## src/rtl/spi_rr_arbiter_pkg.sv

```systemverilog
// Shared types and constants for the SPI master round-robin arbiter.
// Latency: n/a. Backpressure: n/a.
package spi_arb_pkg;

    typedef enum logic [1:0] {
        IDLE,
        ISSUE,
        WAIT,
        RESP
    } state_t;

    localparam int DEF_CMD_W = 16;
    // Timeout counter width; covers any TMO_CYC up to 65535.
    localparam int TMO_W     = 16;

endpackage

```

## src/rtl/spi_rr_arbiter_if.sv

```systemverilog
// Requester and SPI-master side bus of the arbiter.
// Latency: n/a. Backpressure: requesters hold req until gnt.
interface spi_rr_arbiter_if #(
    parameter int NUM_REQ = 2,
    parameter int CMD_W   = 16
);
    logic [NUM_REQ-1:0]       req;
    logic [NUM_REQ*CMD_W-1:0] req_cmd;
    logic [NUM_REQ-1:0]       gnt;
    logic [NUM_REQ-1:0]       rsp_vld;
    logic [CMD_W-1:0]         rsp_data;
    logic                     snd;
    logic [CMD_W-1:0]         cmd;
    logic                     done;
    logic [CMD_W-1:0]         resp;
    logic                     SS_n_mst;
    logic [NUM_REQ-1:0]       SS_n;

    modport slave (
        input  req, req_cmd, done, resp, SS_n_mst,
        output gnt, rsp_vld, rsp_data, snd, cmd, SS_n
    );

    modport master (
        output req, req_cmd, done, resp, SS_n_mst,
        input  gnt, rsp_vld, rsp_data, snd, cmd, SS_n
    );
endinterface

```

## src/rtl/spi_rr_arbiter_rr_pick.sv

```systemverilog
// Combinational round-robin picker: first set req bit searching from ptr+1 cyclically.
// Latency: 0 cycles. Backpressure: none.
module rr_pick #(
    parameter int N = 2
) (
    input  logic [N-1:0]                          req,
    input  logic [((N > 1) ? $clog2(N) : 1)-1:0]  ptr,
    output logic [N-1:0]                          gnt,
    output logic [((N > 1) ? $clog2(N) : 1)-1:0]  idx,
    output logic                                  any
);
    localparam int IW = (N > 1) ? $clog2(N) : 1;

    always_comb begin
        int j;
        j   = 0;
        gnt = '0;
        idx = '0;
        any = 1'b0;
        for (int i = 1; i <= N; i++) begin
            j = int'(ptr) + i;
            if (j >= N) j = j - N;
            if (!any && req[j]) begin
                any    = 1'b1;
                idx    = IW'(j);
                gnt[j] = 1'b1;
            end
        end
    end
endmodule

```

## src/rtl/spi_rr_arbiter.sv

```systemverilog
// Shares one SPI master among NUM_REQ requesters with round-robin grant and SS_n steering.
// Latency: gnt/cmd one cycle after req seen in IDLE, snd next cycle, rsp_vld 2 cycles after done rise.
// Backpressure: requests wait (req held) until the current transaction finishes RESP.
module spi_rr_arbiter #(
    parameter int NUM_REQ = 2,
    parameter int CMD_W   = spi_arb_pkg::DEF_CMD_W,
    parameter int TMO_CYC = 1023
) (
    input  logic            clk,
    input  logic            rst_n,
    spi_rr_arbiter_if.slave bus,
    output logic            busy,
    output logic            tmo
);
    import spi_arb_pkg::*;

    localparam int IW = (NUM_REQ > 1) ? $clog2(NUM_REQ) : 1;

    state_t             state;
    logic [IW-1:0]      ptr;
    logic [IW-1:0]      owner;
    logic               done_ff;
    logic               done_rise;
    logic [TMO_W-1:0]   tmo_cnt;
    logic [NUM_REQ-1:0] pick_gnt;
    logic [IW-1:0]      pick_idx;
    logic               pick_any;
    logic [CMD_W-1:0]   cmd_arr [NUM_REQ];

    rr_pick #(.N(NUM_REQ)) u_pick (
        .req (bus.req),
        .ptr (ptr),
        .gnt (pick_gnt),
        .idx (pick_idx),
        .any (pick_any)
    );

    always_comb begin
        for (int i = 0; i < NUM_REQ; i++) begin
            cmd_arr[i] = bus.req_cmd[i*CMD_W +: CMD_W];
        end
    end

    assign done_rise = bus.done & ~done_ff;
    assign busy      = (state != IDLE);

    always_ff @(posedge clk or negedge rst_n) begin
        if (!rst_n) begin
            state        <= IDLE;
            ptr          <= IW'(NUM_REQ - 1);
            owner        <= '0;
            done_ff      <= 1'b0;
            tmo_cnt      <= '0;
            tmo          <= 1'b0;
            bus.gnt      <= '0;
            bus.rsp_vld  <= '0;
            bus.rsp_data <= '0;
            bus.snd      <= 1'b0;
            bus.cmd      <= '0;
        end else begin
            done_ff     <= bus.done;
            bus.gnt     <= '0;
            bus.rsp_vld <= '0;
            bus.snd     <= 1'b0;
            case (state)
                IDLE: begin
                    if (pick_any) begin
                        bus.gnt <= pick_gnt;
                        bus.cmd <= cmd_arr[pick_idx];
                        owner   <= pick_idx;
                        ptr     <= pick_idx;
                        state   <= ISSUE;
                    end
                end
                ISSUE: begin
                    bus.snd <= 1'b1;
                    tmo_cnt <= '0;
                    state   <= WAIT;
                end
                WAIT: begin
                    // The master cannot be aborted, so a timeout only flags and keeps waiting.
                    if (tmo_cnt != TMO_W'(TMO_CYC - 1)) tmo_cnt <= tmo_cnt + 1'b1;
                    if (tmo_cnt == TMO_W'(TMO_CYC - 2)) tmo <= 1'b1;
                    if (done_rise) state <= RESP;
                end
                RESP: begin
                    bus.rsp_data <= bus.resp;
                    bus.rsp_vld  <= NUM_REQ'(1) << owner;
                    state        <= IDLE;
                end
                default: state <= IDLE;
            endcase
        end
    end

    // busy is low between owners, so steering never glitches across a change of owner.
    always_comb begin
        bus.SS_n = '1;
        if (busy) bus.SS_n[owner] = bus.SS_n_mst;
    end
endmodule

```

## src/flat_wrapper.sv

```systemverilog
// flat-port wrapper written by rule: the top's interface ports become plain ports
module spi_rr_arbiter_flat import spi_arb_pkg::*;
#(
    parameter int NUM_REQ = 2,
    parameter int CMD_W   = spi_arb_pkg::DEF_CMD_W,
    parameter int TMO_CYC = 1023
)
  (clk, rst_n, busy, tmo, bus_req, bus_req_cmd, bus_done, bus_resp, bus_SS_n_mst, bus_gnt, bus_rsp_vld, bus_rsp_data, bus_snd, bus_cmd, bus_SS_n);
  spi_rr_arbiter_if #(.NUM_REQ(NUM_REQ), .CMD_W(CMD_W)) bus_i ();
  input  logic clk;
  input  logic rst_n;
  output logic busy;
  output logic tmo;
  input wire logic [$bits(bus_i.req)-1:0] bus_req;
  input wire logic [$bits(bus_i.req_cmd)-1:0] bus_req_cmd;
  input wire logic [$bits(bus_i.done)-1:0] bus_done;
  input wire logic [$bits(bus_i.resp)-1:0] bus_resp;
  input wire logic [$bits(bus_i.SS_n_mst)-1:0] bus_SS_n_mst;
  output wire logic [$bits(bus_i.gnt)-1:0] bus_gnt;
  output wire logic [$bits(bus_i.rsp_vld)-1:0] bus_rsp_vld;
  output wire logic [$bits(bus_i.rsp_data)-1:0] bus_rsp_data;
  output wire logic [$bits(bus_i.snd)-1:0] bus_snd;
  output wire logic [$bits(bus_i.cmd)-1:0] bus_cmd;
  output wire logic [$bits(bus_i.SS_n)-1:0] bus_SS_n;
  assign bus_i.req = bus_req;
  assign bus_i.req_cmd = bus_req_cmd;
  assign bus_i.done = bus_done;
  assign bus_i.resp = bus_resp;
  assign bus_i.SS_n_mst = bus_SS_n_mst;
  assign bus_gnt = bus_i.gnt;
  assign bus_rsp_vld = bus_i.rsp_vld;
  assign bus_rsp_data = bus_i.rsp_data;
  assign bus_snd = bus_i.snd;
  assign bus_cmd = bus_i.cmd;
  assign bus_SS_n = bus_i.SS_n;
  spi_rr_arbiter #(.NUM_REQ(NUM_REQ), .CMD_W(CMD_W), .TMO_CYC(TMO_CYC)) u_core (.clk(clk), .rst_n(rst_n), .bus(bus_i), .busy(busy), .tmo(tmo));
endmodule
```

## config.mk

```make
export PLATFORM = sky130hd
export DESIGN_NAME = spi_rr_arbiter_flat
export DESIGN_NICKNAME = d
export VERILOG_FILES = /design/src/rtl/spi_rr_arbiter_pkg.sv /design/src/rtl/spi_rr_arbiter_if.sv /design/src/rtl/spi_rr_arbiter_rr_pick.sv /design/src/rtl/spi_rr_arbiter.sv /design/src/flat_wrapper.sv
export SDC_FILE = /design/constraint.sdc
export NUM_CORES = 1
export LEC_CHECK = 0
export ABC_AREA = 0
export BUFFER_PORTS_ARGS = -buffer_cell sky130_fd_sc_hd__buf_2
export CORE_ASPECT_RATIO = 0.75
export CORE_MARGIN = 2
export CORE_UTILIZATION = 50
export CTS_CLUSTER_SIZE = 40
export DETAILED_ROUTE_END_ITERATION = 12
export PLACE_DENSITY_LB_ADDON = 0.08
export SLEW_MARGIN = 10
export SYNTH_ARGS = -nofsm -noshare
export SYNTH_HDL_FRONTEND = slang
export SYNTH_SLANG_ARGS = --single-unit
```

## constraint.sdc

```tcl
create_clock -name clk -period 2.8 [get_ports clk]
set_clock_uncertainty 0.15 [all_clocks]
set_input_delay 0.56 -clock clk [delete_from_list [all_inputs] [get_ports clk]]
set_output_delay 0.56 -clock clk [all_outputs]
set_load 0.05 [all_outputs]
```

After elaboration in Yosys (flattened, before gate mapping)
Cells that the tools add are included.
Cells by class
  $add $sub $neg: 5
  order comparisons: 9
  equal/unequal tests: 8
  shift-type cells: 1
  muxes and demuxes: 33
  bitwise gates (word level): 6
  reductions and logical operators: 12
Operator list (number)
  32-bit by 1-bit greater-or-equal comparator with 1-bit output (second input constant): 2
  32-bit by 3-bit < comparator with 1-bit output (second input constant): 2
  16-bit 2-to-1 mux: 4
  32-bit 2-to-1 mux: 2
  32-bit by 3-bit greater-or-equal comparator with 1-bit output (second input constant): 1
  16-bit case mux with 2 select lines: 1
  32-bit by 3-bit subtractor with 32-bit output (second input constant): 1
  16-bit by 1-bit adder with 16-bit output (second input constant): 1
  16-bit by 10-bit equality test with 1-bit output (second input constant): 1
  2-bit 2-to-1 mux: 8
  16-bit by 10-bit inequality test with 1-bit output (second input constant): 1
  1-bit 2-to-1 mux: 14
  2-bit case mux with 4 select lines: 1
  2-bit AND reduction: 4
  2-bit by 1-bit inequality test with 1-bit output (second input constant): 3
  2-bit equality test (second input constant): 2
  1-bit logical AND: 4
  2-bit OR: 2
  2-bit nonzero test: 2
  3-bit by 2-bit subtractor with 4-bit output (second input constant): 1
  1-bit by 2-bit adder with 3-bit output (second input constant): 1
  1-bit demux with 1-bit select: 3
  3-bit by 2-bit greater-or-equal comparator with 1-bit output (second input constant): 1
  1-bit by 1-bit adder with 2-bit output (second input constant): 1
  other kinds (11): 11
Storage, ports and cells
  bits in registers: 59
  input port bits: 54
  word-level logic and storage cells: 85

Depth between registers and ports, before layout
  depth after elaboration: 14
  mapped depth: 7
  gate-level depth less buffers: 6

Hierarchy
Synthesis repeated with hierarchy kept, for this count alone.
Second synthesis, totals
  cell total of the unflattened synthesis: 240
  area, all modules: 2718.9 µm²
Modules (own cells, without submodules)
  spi_rr_arbiter: instances 1, cells each 235, area each 2686.3 µm²
  rr_pick: instances 1, cells each 5, area each 32.5 µm²

Worst setup path before layout
No wires, ideal clock.
  path type: reg-to-reg
  from: reg u_core.state[0]
  to: reg u_core.tmo_cnt[15]
  library setup time: 0.125 ns
  arrival: 1.735 ns
  data required time: 2.525 ns
  slack: 0.790 ns
  stages on the path, launching flop included: 8
  buffers on the path: 1
  cells stage by stage: dfrtp_1 > inv_1 > ha_1 > clkbuf_1 > nand3_1 > nor4_1 > nand3_1 > mux2i_1
Between the ends
  longest elaborated chain between the ends: 3
  elaborated cells between the ends (all ways): 6
  classes of those cells: 3 x eq/ne; 1 x mux; 2 x reduce/logical
Ends and longest elaborated chain
  start: declaration: RTL line spi_rr_arbiter.sv:19  | state_t state;
  start signal: assignment: RTL line spi_rr_arbiter.sv:49  | state <= IDLE;
  start signal: assignment: RTL line spi_rr_arbiter.sv:72  | state <= ISSUE;
  start signal: assignment: RTL line spi_rr_arbiter.sv:78  | state <= WAIT;
  2-bit equality test or 2-bit by 1-bit equality test with 1-bit output (tied branches): RTL line spi_rr_arbiter.sv:65  | case (state)
  2-bit by 1-bit inequality test with 1-bit output (no source line) or 2-bit nonzero test (tied branches)
  2-bit AND reduction (no source line)
  end signal: assignment: RTL line spi_rr_arbiter.sv:82  | if (tmo_cnt != TMO_W'(TMO_CYC - 1)) tmo_cnt <= tmo_cnt + 1'b1;
  end: declaration: RTL line spi_rr_arbiter.sv:24  | logic [TMO_W-1:0] tmo_cnt;
Parallel ways exist; a longest one is shown, timed or not.
A chain may end at the register's enable or synchronous reset.

Final worst setup path
  from: reg u_core.state[0]
  to: out bus_SS_n[0]
Between the ends
  longest elaborated chain between the ends: 2
Ends and longest elaborated chain
  2-bit nonzero test: RTL line spi_rr_arbiter.sv:45  | assign busy = (state != IDLE);
  2-bit 2-to-1 mux: RTL line spi_rr_arbiter.sv:99  | if (busy) bus.SS_n[owner] = bus.SS_n_mst;
  end: declaration: RTL line flat_wrapper.sv:24  | output wire logic [$bits(bus_i.SS_n)-1:0] bus_SS_n;
Every way passes these cells.

==> summary.txt <==
Status
  – Status: finished, final reports clean

Final layout
  – N_diodes: 0
  – FILL cells: 452
  – Final #Nets: 398
  – Share of post-route cells with drive strength above 1: 40.4%
  – Area Growth Syn to Fin: 28.4%

Clock tree
  – Post-cts gate resize count: 0
  – # clock sinks: 59
  – CTS Hold Buffers Added: 0
  – Clock Path Buffers: 2
  – # H-tree levels: 3
  – Clock Latency Late Sink: 340 ps
  – Post-CTS setup buffers: 0
  – Clock root cell: clkbuf_8
  – Clock transition at the registers of the reported paths: 60 ps
  – Total CTS buffers: 9
  – CTS tree: yes

Setup path
  – Crit path kind: reg -> out
  – Crit. End Element: output pin
  – Worst path required time: 2090 ps
  – Crit-path max FO: 6
  – R2r endpoint: u_core.tmo_cnt[10]$_DFFE_PN0P_
  – Worst reg2reg path depth: 6
  – CP Launch Type: register
  – Register-to-register setup slack: 450 ps
  – Critical Path AT: 1650 ps
  – Worst r2r src: u_core.state[0]$_DFFE_PN0P_

Synth
  – Area leader, netlist: dfrtp_1
  – Synth Cell Area: 2710 sq um
  – Synth top area share: 53.5%
  – YS warnings: 0
  – Synthesized instance count: 237
  – Seq/Total Area, Yosys: 54.5%
  – Synth area leaders: dfrtp_1 (54%), mux2i_1 (7.8%), mux2_2 (6.6%)
  – FF+latch count, synth: 59
  – FFs w/ async S/R, synth: 100%
  – Most frequent cells after synthesis: dfrtp_1 (58), nand2_1 (30), mux2i_1 (21)
  – Yosys cell types: 43
  – EDFF count, synth: 0
  – Synthesized area per cell: 11.4 sq um
  – Syn nets: 298
  – Synth Flop Type: dfrtp_1
  – Cell with the most instances after synthesis: dfrtp_1

Drt
  – WL/cell: 13.7 um
  – First drt pass iteration count: 5
  – Number of nets still failing antenna checks after routing: 0
  – Routed WL: 5.70 mm
  – Routed vias/inst: 5.16
  – Initial DRC Count: 156
  – DRC: 0
  – Routed vias: 2152

STA
  – Final min period: 2360 ps
  – Worst-margin pin slew: 723 ps
  – Worst slew margin: 51.8%
  – Final setup fails: 0
  – Final worst setup slack: 443 ps
  – RSZ-0062 raised after global routing: false
  – Fin. Hold Viols: 0
  – Setup TNS: 0 ps
  – FMAX: 424 MHz
  – Max Slew Vio Count: 0
  – Fin crit share: 84.2%

Die
  – Initial Utilization: 51.2%
  – # IOs: 95
  – Die X: 89.0 um
  – Die Area: 6030 sq um
  – Die Height: 67.8 um
  – Cell Rows: 23
  – Core region area: 5300 sq um

Placed design
  – Global placement routability congestion: 0.793
  – Post-DP HPWL: 4.13 mm
  – Pre-CTS WS: 464 ps
  – Port bufs: 94

GRT
  – First-pass GRT wire length: 8.87 mm
  – All-layer global routing usage: 20.1%
  – Grt total ovfl: 0
  – Pin count of the biggest net entering global routing: 60
  – Number of global-route vias before repair: 1870
  – Initial antenna violation count: 0

Hold path
  – Min-delay worst type: in -> async

Pwr
  – VDD IR-drop max: 752 uV
  – Leakage: 1.73 nW
  – Pwr/cell area: 1200 nW/um^2

Job
  – Max Cap Viol: 0
-- sequential cells by signal, indices dropped and copies added, names as in the netlist --
name	flops
u_core.tmo_cnt	16
u_core.ptr	1
u_core.state	2
u_core.done_ff	1
u_core.bus.rsp_vld	2
u_core.owner	1
u_core.tmo	1
u_core.bus.gnt	2
u_core.bus.cmd	16
u_core.bus.snd	1
u_core.bus.rsp_data	16
-- kinds of logic after synthesis --
family | after synthesis | synth area share, %
flops | 59 | 54.5
fa+ha+maj | 7 | 3.23
mux | 37 | 14.4
simple gates | 71 | 14.4
xor+xnor | 1 | 0.323
buf+inv | 17 | 2.49
compound gates | 45 | 10.7
-- report_power, final --
group	leakage [nW]	switching, mW	internal (mW)	total, mW
clock network	0.0991	0.325	0.430	0.756
registers	0.747	0.170	1.16	1.33
logic	0.884	1.52	0.560	2.08
-- final cells by class --
cell class                 count  area (sq um)  area share (%)
sequential                    59          1480            42.4
timing repair buffer          98           513            14.7
inverter                       8          30.0           0.862
clock buffer                  11           141            4.06
multi-input combinational    161          1170            33.7
clock inverter                 5          52.6            1.51
tap                           75          93.8            2.69
-- routing by layer --
metal | track usage [%] | up-vias | wire length [um]
li1 | - | 1063 | -
met1 | 26.6 | 982 | 2600
met2 | 29.5 | 105 | 2510
met3 | 9.54 | 2 | 564
met4 | 5.97 | 0 | 27
met5 | 0 | - | 0
-- worst max-delay path: stages (launching register included) --
cell	delay, ps
dfrtp_1	400
inv_1	80
ha_1	280
or3_1	330
buf_2	220
-- how the worst max path moves through the flow --
stage | start | to | slack (ps) | cells past startpoint
final | u_core.state[0]$_DFFE_PN0P_ | bus_SS_n[0] | 440 | 4
after global routing | u_core.state[0]$_DFFE_PN0P_ | bus_SS_n[0] | 340 | 4
after CTS | u_core.state[0]$_DFFE_PN0P_ | bus_SS_n[0] | 410 | 4
after detailed placement | u_core.state[0]$_DFFE_PN0P_ | u_core.tmo_cnt[10]$_DFFE_PN0P_ | 460 | 6
after global placement | u_core.state[0]$_DFFE_PN0P_ | u_core.tmo_cnt[10]$_DFFE_PN0P_ | 550 | 6
after floorplan | u_core.state[0]$_DFFE_PN0P_ | u_core.tmo_cnt[15]$_DFFE_PN0P_ | 790 | 7
-- placed cells by master (no fill, tap or decap), types with 2 or more instances in the layout --
cell type / count
buf_2: 94
dfrtp_1: 58
nand2_1: 30
mux2i_1: 21
o21ai_0: 18
mux2_2: 16
nand3_1: 10
clkbuf_8: 10
inv_1: 7
ha_1: 7
nor2_1: 6
a21oi_1: 5
o311ai_0: 4
o41ai_1: 4
and3_1: 3
nor3_1: 3
a31oi_1: 3
a21o_1: 3
clkinv_2: 3
buf_4: 3
nor2b_1: 2
and2_1: 2
nor4b_1: 2
o211ai_1: 2
o31ai_1: 2
nand4_1: 2
-- per-stage QoR --
step / cell area [sq um] / power, mW / util, % / cells / hold WS [ps]
floorplan: 2710 / 2.92 / - / 237 / 114
CTS: 3480 / 4.21 / 65.8 / 417 / 70.1
global route: 3480 / 4.41 / 65.8 / 417 / 64.2
finish: 3480 / 4.16 / 65.8 / 417 / 62.4
detailed placement: 3290 / 3.44 / 62.1 / 401 / 315
global placement: 3290 / 3.40 / 62.1 / 401 / 309
No activity file was read; power rests on OpenSTA's default activity.
